[src/rtl/npu_pkg.sv]
// npu_pkg: shared state type and constants for the NPU 3x3 convolution sequencer.
package npu_pkg;

    localparam int NPU_K        = 3;
    localparam int NPU_PE_W     = 24;
    localparam int NPU_IN_W_DEF = 15;

    // Cycles per output row with res_ready high: CLR, two primed columns, then 5 per result.
    localparam int NPU_ROW_COST = 1 + 2 * (NPU_K - 1) + 5 * (NPU_IN_W_DEF - (NPU_K - 1));

    typedef enum logic [2:0] {
        ST_IDLE,
        ST_CLR,
        ST_RD,
        ST_LD,
        ST_CALC,
        ST_CAP,
        ST_OUT,
        ST_DONE
    } npu_conv_seq_state_e;

endpackage

[src/rtl/npu_conv_seq_addr.sv]
// npu_conv_seq_addr: window row/column counters and incremental column-buffer address.
module npu_conv_seq_addr
    import npu_pkg::*;
#(
    parameter int IN_H   = 16,
    parameter int IN_W   = 15,
    parameter int K      = NPU_K,
    parameter int ADDR_W = $clog2(IN_H * IN_W),
    parameter int ROW_W  = $clog2(IN_H),
    parameter int COL_W  = $clog2(IN_W)
) (
    input  logic              clk,
    input  logic              rst_ni,
    input  logic              i_clr,
    input  logic              i_col_inc,
    input  logic              i_row_inc,
    output logic [ROW_W-1:0]  o_row,
    output logic [COL_W-1:0]  o_col,
    output logic [ADDR_W-1:0] o_addr,
    output logic              o_col_primed,
    output logic              o_col_last,
    output logic              o_row_last
);

    logic [ROW_W-1:0]  r_row;
    logic [COL_W-1:0]  r_col;
    logic [ADDR_W-1:0] r_addr;

    // (row, IN_W-1) -> (row+1, 0) is contiguous in the buffer, so a row wrap is also +1.
    always_ff @(posedge clk or negedge rst_ni) begin
        if (!rst_ni) begin
            r_row  <= '0;
            r_col  <= '0;
            r_addr <= '0;
        end else if (i_clr) begin
            r_row  <= '0;
            r_col  <= '0;
            r_addr <= '0;
        end else if (i_row_inc) begin
            r_row  <= r_row + 1'b1;
            r_col  <= '0;
            r_addr <= r_addr + 1'b1;
        end else if (i_col_inc) begin
            r_col  <= r_col + 1'b1;
            r_addr <= r_addr + 1'b1;
        end
    end

    assign o_row        = r_row;
    assign o_col        = r_col;
    assign o_addr       = r_addr;
    assign o_col_primed = (r_col >= COL_W'(K - 1));
    assign o_col_last   = (r_col == COL_W'(IN_W - 1));
    assign o_row_last   = (r_row >= ROW_W'(IN_H - K));

endmodule

[src/rtl/npu_conv_seq.sv]
// npu_conv_seq: autonomous 3x3 convolution sequencer driving buffer, window, PE and result handshake.
// Optional stall counter enabled by defining NPU_CONV_SEQ_PERF_EN.
module npu_conv_seq
    import npu_pkg::*;
#(
    parameter int IN_H   = 16,
    parameter int IN_W   = 15,
    parameter int K      = NPU_K,
    parameter int ADDR_W = $clog2(IN_H * IN_W)
) (
    input  logic                       clk,
    input  logic                       rst_ni,
    input  logic                       start,
    input  logic                       abort,
    output logic                       buf_rd_en,
    output logic [ADDR_W-1:0]          buf_rd_addr,
    output logic                       win_clear,
    output logic                       win_load_en,
    output logic                       pe_clear,
    output logic                       pe_ready,
    input  logic signed [NPU_PE_W-1:0] pe_sum_i,
    output logic signed [NPU_PE_W-1:0] res_data,
    output logic                       res_valid,
    input  logic                       res_ready,
    output logic [$clog2(IN_H)-1:0]    row_idx,
    output logic [$clog2(IN_W)-1:0]    col_idx,
    output logic                       busy,
    output logic                       done,
    output logic [15:0]                perf_stall
);

    localparam int ROW_W = $clog2(IN_H);
    localparam int COL_W = $clog2(IN_W);

    npu_conv_seq_state_e r_state, w_next;

    logic                       w_cnt_clr;
    logic                       w_col_inc;
    logic                       w_row_inc;
    logic                       w_col_primed;
    logic                       w_col_last;
    logic                       w_row_last;
    logic signed [NPU_PE_W-1:0] r_res;

    npu_conv_seq_addr #(
        .IN_H   (IN_H),
        .IN_W   (IN_W),
        .K      (K),
        .ADDR_W (ADDR_W),
        .ROW_W  (ROW_W),
        .COL_W  (COL_W)
    ) u_addr (
        .clk          (clk),
        .rst_ni       (rst_ni),
        .i_clr        (w_cnt_clr),
        .i_col_inc    (w_col_inc),
        .i_row_inc    (w_row_inc),
        .o_row        (row_idx),
        .o_col        (col_idx),
        .o_addr       (buf_rd_addr),
        .o_col_primed (w_col_primed),
        .o_col_last   (w_col_last),
        .o_row_last   (w_row_last)
    );

    always_ff @(posedge clk or negedge rst_ni) begin
        if (!rst_ni) begin
            r_state <= ST_IDLE;
        end else begin
            r_state <= w_next;
        end
    end

    always_comb begin
        w_next      = r_state;
        w_cnt_clr   = 1'b0;
        w_col_inc   = 1'b0;
        w_row_inc   = 1'b0;
        buf_rd_en   = (r_state == ST_RD);
        win_clear   = (r_state == ST_CLR);
        win_load_en = (r_state == ST_LD);
        pe_clear    = (r_state == ST_LD);
        pe_ready    = (r_state == ST_CALC);
        res_valid   = (r_state == ST_OUT);
        done        = (r_state == ST_DONE);
        busy        = (r_state != ST_IDLE);
        if (abort) begin
            w_next    = ST_IDLE;
            w_cnt_clr = 1'b1;
        end else begin
            case (r_state)
                ST_IDLE: begin
                    if (start) begin
                        w_next    = ST_CLR;
                        w_cnt_clr = 1'b1;
                    end
                end
                ST_CLR:  w_next = ST_RD;
                ST_RD:   w_next = ST_LD;
                ST_LD: begin
                    if (!w_col_primed) begin
                        w_col_inc = 1'b1;
                        w_next    = ST_RD;
                    end else begin
                        w_next    = ST_CALC;
                    end
                end
                ST_CALC: w_next = ST_CAP;
                ST_CAP:  w_next = ST_OUT;
                ST_OUT: begin
                    if (res_ready) begin
                        if (!w_col_last) begin
                            w_col_inc = 1'b1;
                            w_next    = ST_RD;
                        end else if (!w_row_last) begin
                            w_row_inc = 1'b1;
                            w_next    = ST_CLR;
                        end else begin
                            w_next    = ST_DONE;
                        end
                    end
                end
                ST_DONE: w_next = ST_IDLE;
                default: w_next = ST_IDLE;
            endcase
        end
    end

    always_ff @(posedge clk or negedge rst_ni) begin
        if (!rst_ni) begin
            r_res <= '0;
        end else if (r_state == ST_CAP) begin
            r_res <= pe_sum_i;
        end
    end

    assign res_data = r_res;

`ifdef NPU_CONV_SEQ_PERF_EN
    logic [15:0] r_perf;

    always_ff @(posedge clk or negedge rst_ni) begin
        if (!rst_ni) begin
            r_perf <= '0;
        end else if (w_cnt_clr) begin
            r_perf <= '0;
        end else if (res_valid && !res_ready && (r_perf != '1)) begin
            r_perf <= r_perf + 16'd1;
        end
    end

    assign perf_stall = r_perf;
`else
    assign perf_stall = '0;
`endif

endmodule

[config.mk]
export PLATFORM = sky130hd
export DESIGN_NAME = npu_conv_seq
export DESIGN_NICKNAME = d
export VERILOG_FILES = /design/src/rtl/npu_pkg.sv /design/src/rtl/npu_conv_seq_addr.sv /design/src/rtl/npu_conv_seq.sv
export SDC_FILE = /design/constraint.sdc
export NUM_CORES = 1
export LEC_CHECK = 0
export ABC_AREA = 1
export CAP_MARGIN = 20
export CORE_UTILIZATION = 30
export CTS_BUF_LIST = sky130_fd_sc_hd__clkbuf_8
export CTS_CLUSTER_DIAMETER = 30
export CTS_CLUSTER_SIZE = 10
export DETAILED_ROUTE_END_ITERATION = 10
export GPL_ROUTABILITY_DRIVEN = 0
export PLACE_DENSITY_LB_ADDON = 0.2
export SLEW_MARGIN = 15
export SYNTH_ARGS = -nofsm -noshare
export SYNTH_HDL_FRONTEND = slang
export SYNTH_SLANG_ARGS = --single-unit
export TNS_END_PERCENT = 20
[constraint.sdc]
create_clock -name clk -period 2.65 [get_ports clk]
set_input_delay 0.53 -clock clk [delete_from_list [all_inputs] [get_ports clk]]
set_output_delay 0.53 -clock clk [all_outputs]
set_load 0.05 [all_outputs]
**Yosys cells after proc, flatten, opt, wreduce, memory -nomap -nowiden**

Index checks and enable logic that the tools add are counted.

- Register bits after elaboration: 43
- Latch bits: 0
- RAM bits: 0
- Memory bits (read-only): 0
- Bits of input ports: 29
- Output and inout bits: 64
- Word-level logic and storage cells: 53
- Memories kept: 0

- $add $sub $neg: 3
- Multipliers: 0
- Div/mod/pow operators: 0
- Magnitude comparators: 2
- Eq/ne operators: 10
- Shifts and indexed selects: 0
- Muxes and demuxes: 28
- Bitwise gates (word level): 0
- Reductions and logical operators: 5

Operators by type and width:

| operator | count |
|---|---|
| 8-bit 2-to-1 mux | 3 |
| 3-bit case mux with 8 select lines | 1 |
| 4-bit 2-to-1 mux | 5 |
| 3-bit 2-to-1 mux | 6 |
| 3-bit == test, second input constant | 4 |
| 1-bit 2-to-1 mux | 12 |
| 4-bit by 1-bit adder with 4-bit output, second input constant | 2 |
| 8-bit by 1-bit adder with 8-bit output, second input constant | 1 |
| 3-bit by 2-bit == test with 1-bit output, second input constant | 2 |
| 3-bit nonzero test | 2 |
| 4-bit == test, second input constant | 1 |
| 4-bit by 2-bit >= comparator with 1-bit output, second input constant | 1 |
| 4-bit >= comparator, second input constant | 1 |
| 3-bit by 1-bit == test with 1-bit output, second input constant | 1 |
| 3-bit zero test | 1 |
| 3-bit by 2-bit != test with 1-bit output, second input constant | 1 |
| 3-bit != test, second input constant | 1 |
| 1-bit case mux with 2 select lines | 1 |
| 2-bit AND reduction | 1 |
| 2-bit nonzero test | 1 |

**Depth between registers and ports, before layout**

- Word-level depth: 8
- Gate-level depth with buffers: 11
- Depth with buffers taken out: 10

**By module**

From an unflattened synthesis, not the netlist that was laid out.

- Cells, all modules: 231
- Area total of the unflattened synthesis: 2192.1 um^2

By module, submodules not included:

| module | instances | cells each | area each (um^2) | seq. area each (um^2) |
|---|---|---|---|---|
| npu_conv_seq | 1 | 119 | 1325.0 | 675.6 |
| npu_conv_seq_addr | 1 | 112 | 867.1 | 400.4 |

**Worst setup path before layout**

No wires, ideal clock.

- Path kind: reg2out
- Start: reg r_state[0]
- End: out win_load_en
- Arrival: 1580 ps
- Data required time: 2120 ps
- Setup slack: 540 ps
- Cell stages (with the launch flop): 5
- Path buffers: 2
- Cells stage by stage: dfrtp_1 -> buf_6 -> nand2_1 -> nor2_1 -> buf_4

- Longest elaborated chain between the ends: 1

RTL lines:

| what | RTL line | text |
|---|---|---|
| from (decl) | npu_conv_seq.sv:35 | `npu_conv_seq_state_e r_state, w_next;` |
| from (signal assigned) | npu_conv_seq.sv:70 | `r_state <= w_next;` |
| 3-bit by 2-bit == test with 1-bit output | n/a |  |
| to (decl) | npu_conv_seq.sv:18 | `output logic win_load_en,` |

Every way passes these cells.

**Worst setup path after layout**

- Start: reg r_state[1]
- End: out win_clear

- Longest elaborated chain between the ends: 1

RTL lines:

| what | RTL line | text |
|---|---|---|
| 3-bit by 1-bit == test with 1-bit output | npu_conv_seq.sv:80 | `win_clear = (r_state == ST_CLR);` |
| to (decl) | npu_conv_seq.sv:17 | `output logic win_clear,` |

Every way passes these cells.

==> out/metrics.yaml <==
status: "complete, no violations"
n_antenna_cell: 0
drv_slew: 0
dpl.hpwl_um: 3980
syn_area_um2: 2414
power.density_nw_per_um2: 441.5
initial_core_util_pct: 31.07
place_ws_ns: 0.3621
via_per_inst: 4.338
drive_gt1_share_pct: 15.07
synthCells: 265
place_inst: 439
die_w_um: 91.70
htree_levels: 2
post-cts-setup-buffers: 0
grt_pass1_vias: 1819
r2r_cells: 3
drt-total-wl_um: 5263
ys_async_sr_fraction_pct: 100.0
drtIter0Drc: 26
critPathBufInv: 2
fmax_mhz: 408.1
critPathCaptureType: "output pin"
synthTopCellsByArea: "dfrtp_1 45%, mux2_2 11%, nand2_1 9.5%, buf_4 5.6%, nand3_1 5.0%"
ys.flop_type: "dfrtp_1"
ios: 93
grt_pass1_wl_um: 8638
rows: 32
antenna_found_initial: 0
worst_pin_slew_ns: 0.6228
path_delay_family: "buffers and inverters"
syn_to_final_growth_pct: 36.91
slowest_delay_ns: 0.81
ir_worst_vdd_v: 0.0002011
min_period_ns: 2.450
synth.avg_cell_area_um2: 9.108
worstHoldPathType: "primary input to async pin"
num_vias: 1939
cts_tree: "done"
ys.warnings.count: 0
cp_cell_sequence: "inv_1 > nand2_1 > nor2_1 > clkdlybuf4s50_1"
yosys_register_bits: 43
cp_slowest_cell: "clkdlybuf4s50_1"
p_leak_nw: 1.558
cp.required_ns: 2.12
yosysUniqueCellTypes: 23
slew_headroom_pct: 58.48
grt_overflow: 0
yosysTopAreaCell: "dfrtp_1"
hold_viol_final: 0
core-area_um2: 7767
synthMostInstantiatedCell: "nand2_1"
path_clk_slew_ns: 0.08
critPathKind: "flop to output pin"
fin_ws_ns: 0.1995
placed_area_um2: 3196
die_area_um2: 8408
clk_latency_ns: 0.29
yosysSeqAreaShare_pct: 44.58
rsz0062_at_grt: "no"
finalClockSkew_ns: 0.003643
yosys-top-cells-count: "61 x nand2_1, 43 x dfrtp_1, 24 x mux2_2, 24 x nand3_1"
critPathLaunchType: "flop"
io_buffers: 76
grt_max_degree: 30
final_cells: 447
clock_sinks: 43
post-route-period-util_pct: 92.47
fin_tns_setup_ns: 0
r2r_slack_ns: 0.94
cts.path.max_buffers: 2
r2r-start: "r_state[1]"
cts_buffers: 5
antenna_left: 0
route.detailed.drc: 0
cap_violations: 0
final_cell_area_um2: 3304
synth_top_area_share_pct: 44.58
grt_usage_pct: 13.03
nNetsFinal: 379
drt_pass1_iterations: 4
die_h_um: 91.70
crit_arrival_ns: 1.92
wire_per_inst_um: 11.77
cts_root_buf: "clkbuf_8"
rr_endpoint: "res_data[14]"
setup_viol: 0
crit_fanout: 7
synth_edf_count: 0
==> power by group <==
part	internal [mW]	total (mW)	switching, mW
clock network	0.237	0.463	0.226
logic	0.103	0.306	0.203
registers	0.676	0.690	0.0139
total	1.02	1.46	0.443
==> state kept, by name, summed over array words and instances, names as in the netlist <==
signal         cells
u_addr.o_addr      8
u_addr.o_row       4
u_addr.o_col       4
res_data          24
r_state            3
==> worst max-delay path by stage <==
stage | from | endpoint | slack [ns] | cells after the start
after floorplan | r_state[0] | win_load_en | 0.54 | 4
after global placement | r_state[0] | win_load_en | 0.42 | 3
after detailed placement | r_state[0] | pe_clear | 0.36 | 3
after CTS | r_state[0] | pe_clear | 0.04 | 3
after global routing | r_state[1] | win_clear | 0.07 | 4
final | r_state[1] | win_clear | 0.20 | 4
==> cells by family after synthesis <==
group	Yosys count	share of synthesized area (%)
AND/OR/NAND/NOR	127	25.04
buffers and inverters	48	11.51
flip-flops	43	44.58
multiplexers	24	11.20
AO/OA/AOI/OAI	13	3.318
adder cells (fa/ha/maj)	6	3.110
XOR/XNOR	3	1.089
other	1	0.1554
==> layout make-up <==
| type | count | area [µm²] |
|---|---|---|
| fill | 763 | 4463 |
| multi-input combinational | 189 | 1116 |
| sequential | 43 | 1076 |
| timing repair buffer | 79 | 783.3 |
| tap | 102 | 127.6 |
| inverter | 26 | 97.59 |
| clock buffer | 7 | 96.34 |
| clock inverter | 1 | 7.507 |
==> per-layer routing <==
layer	global-route usage, %	part of all wire (%)	routed length [µm]	up-vias
met3	3.814	7.2	381	4
met2	22.12	45	2375	62
li1	-	-	-	979
met5	0	0	0	-
met1	15.67	46	2440	894
met4	4.688	1.2	65	0
==> worst register-to-register path: cells and delay by family (launching register included) <==
kind	cells	cell delay (ns)
and+or+nand+nor	1	0.49
buffers and inverters	1	0.16
DFF	1	0.46
muxes	1	0.48
==> cell usage in the layout, fill, tap and decap left out, drive strengths merged, types with 5 or more instances in the layout <==
cell type / count
inv: 26
nor2: 26
nand4: 5
clkbuf: 7
mux2: 24
nand2: 64
conb: 16
dfrtp: 43
nand3: 30
clkdlybuf4s50: 73
o21ai: 7
ha: 6
==> stage by stage <==
| step | util (%) | power (mW) | hold WS, ns |
|---|---|---|---|
| 4_1_cts | 42.48 | 1.481 | 0.2629 |
| 6_report | 42.54 | 1.459 | 0.2422 |
| 2_1_floorplan | - | 0.9165 | 0.2344 |
| 3_5_place_dp | 41.14 | 1.012 | 0.4930 |
| 5_1_grt | 42.54 | 1.533 | 0.2876 |
| 3_3_place_gp | 41.14 | 1.011 | 0.4847 |
==> timing repair <==
item,4_1_cts,5_1_grt
endpoints found under the setup margin,0,2
gates resized for setup,0,2
hold buffers,0,0
Power figures use the tool's default switching activity.
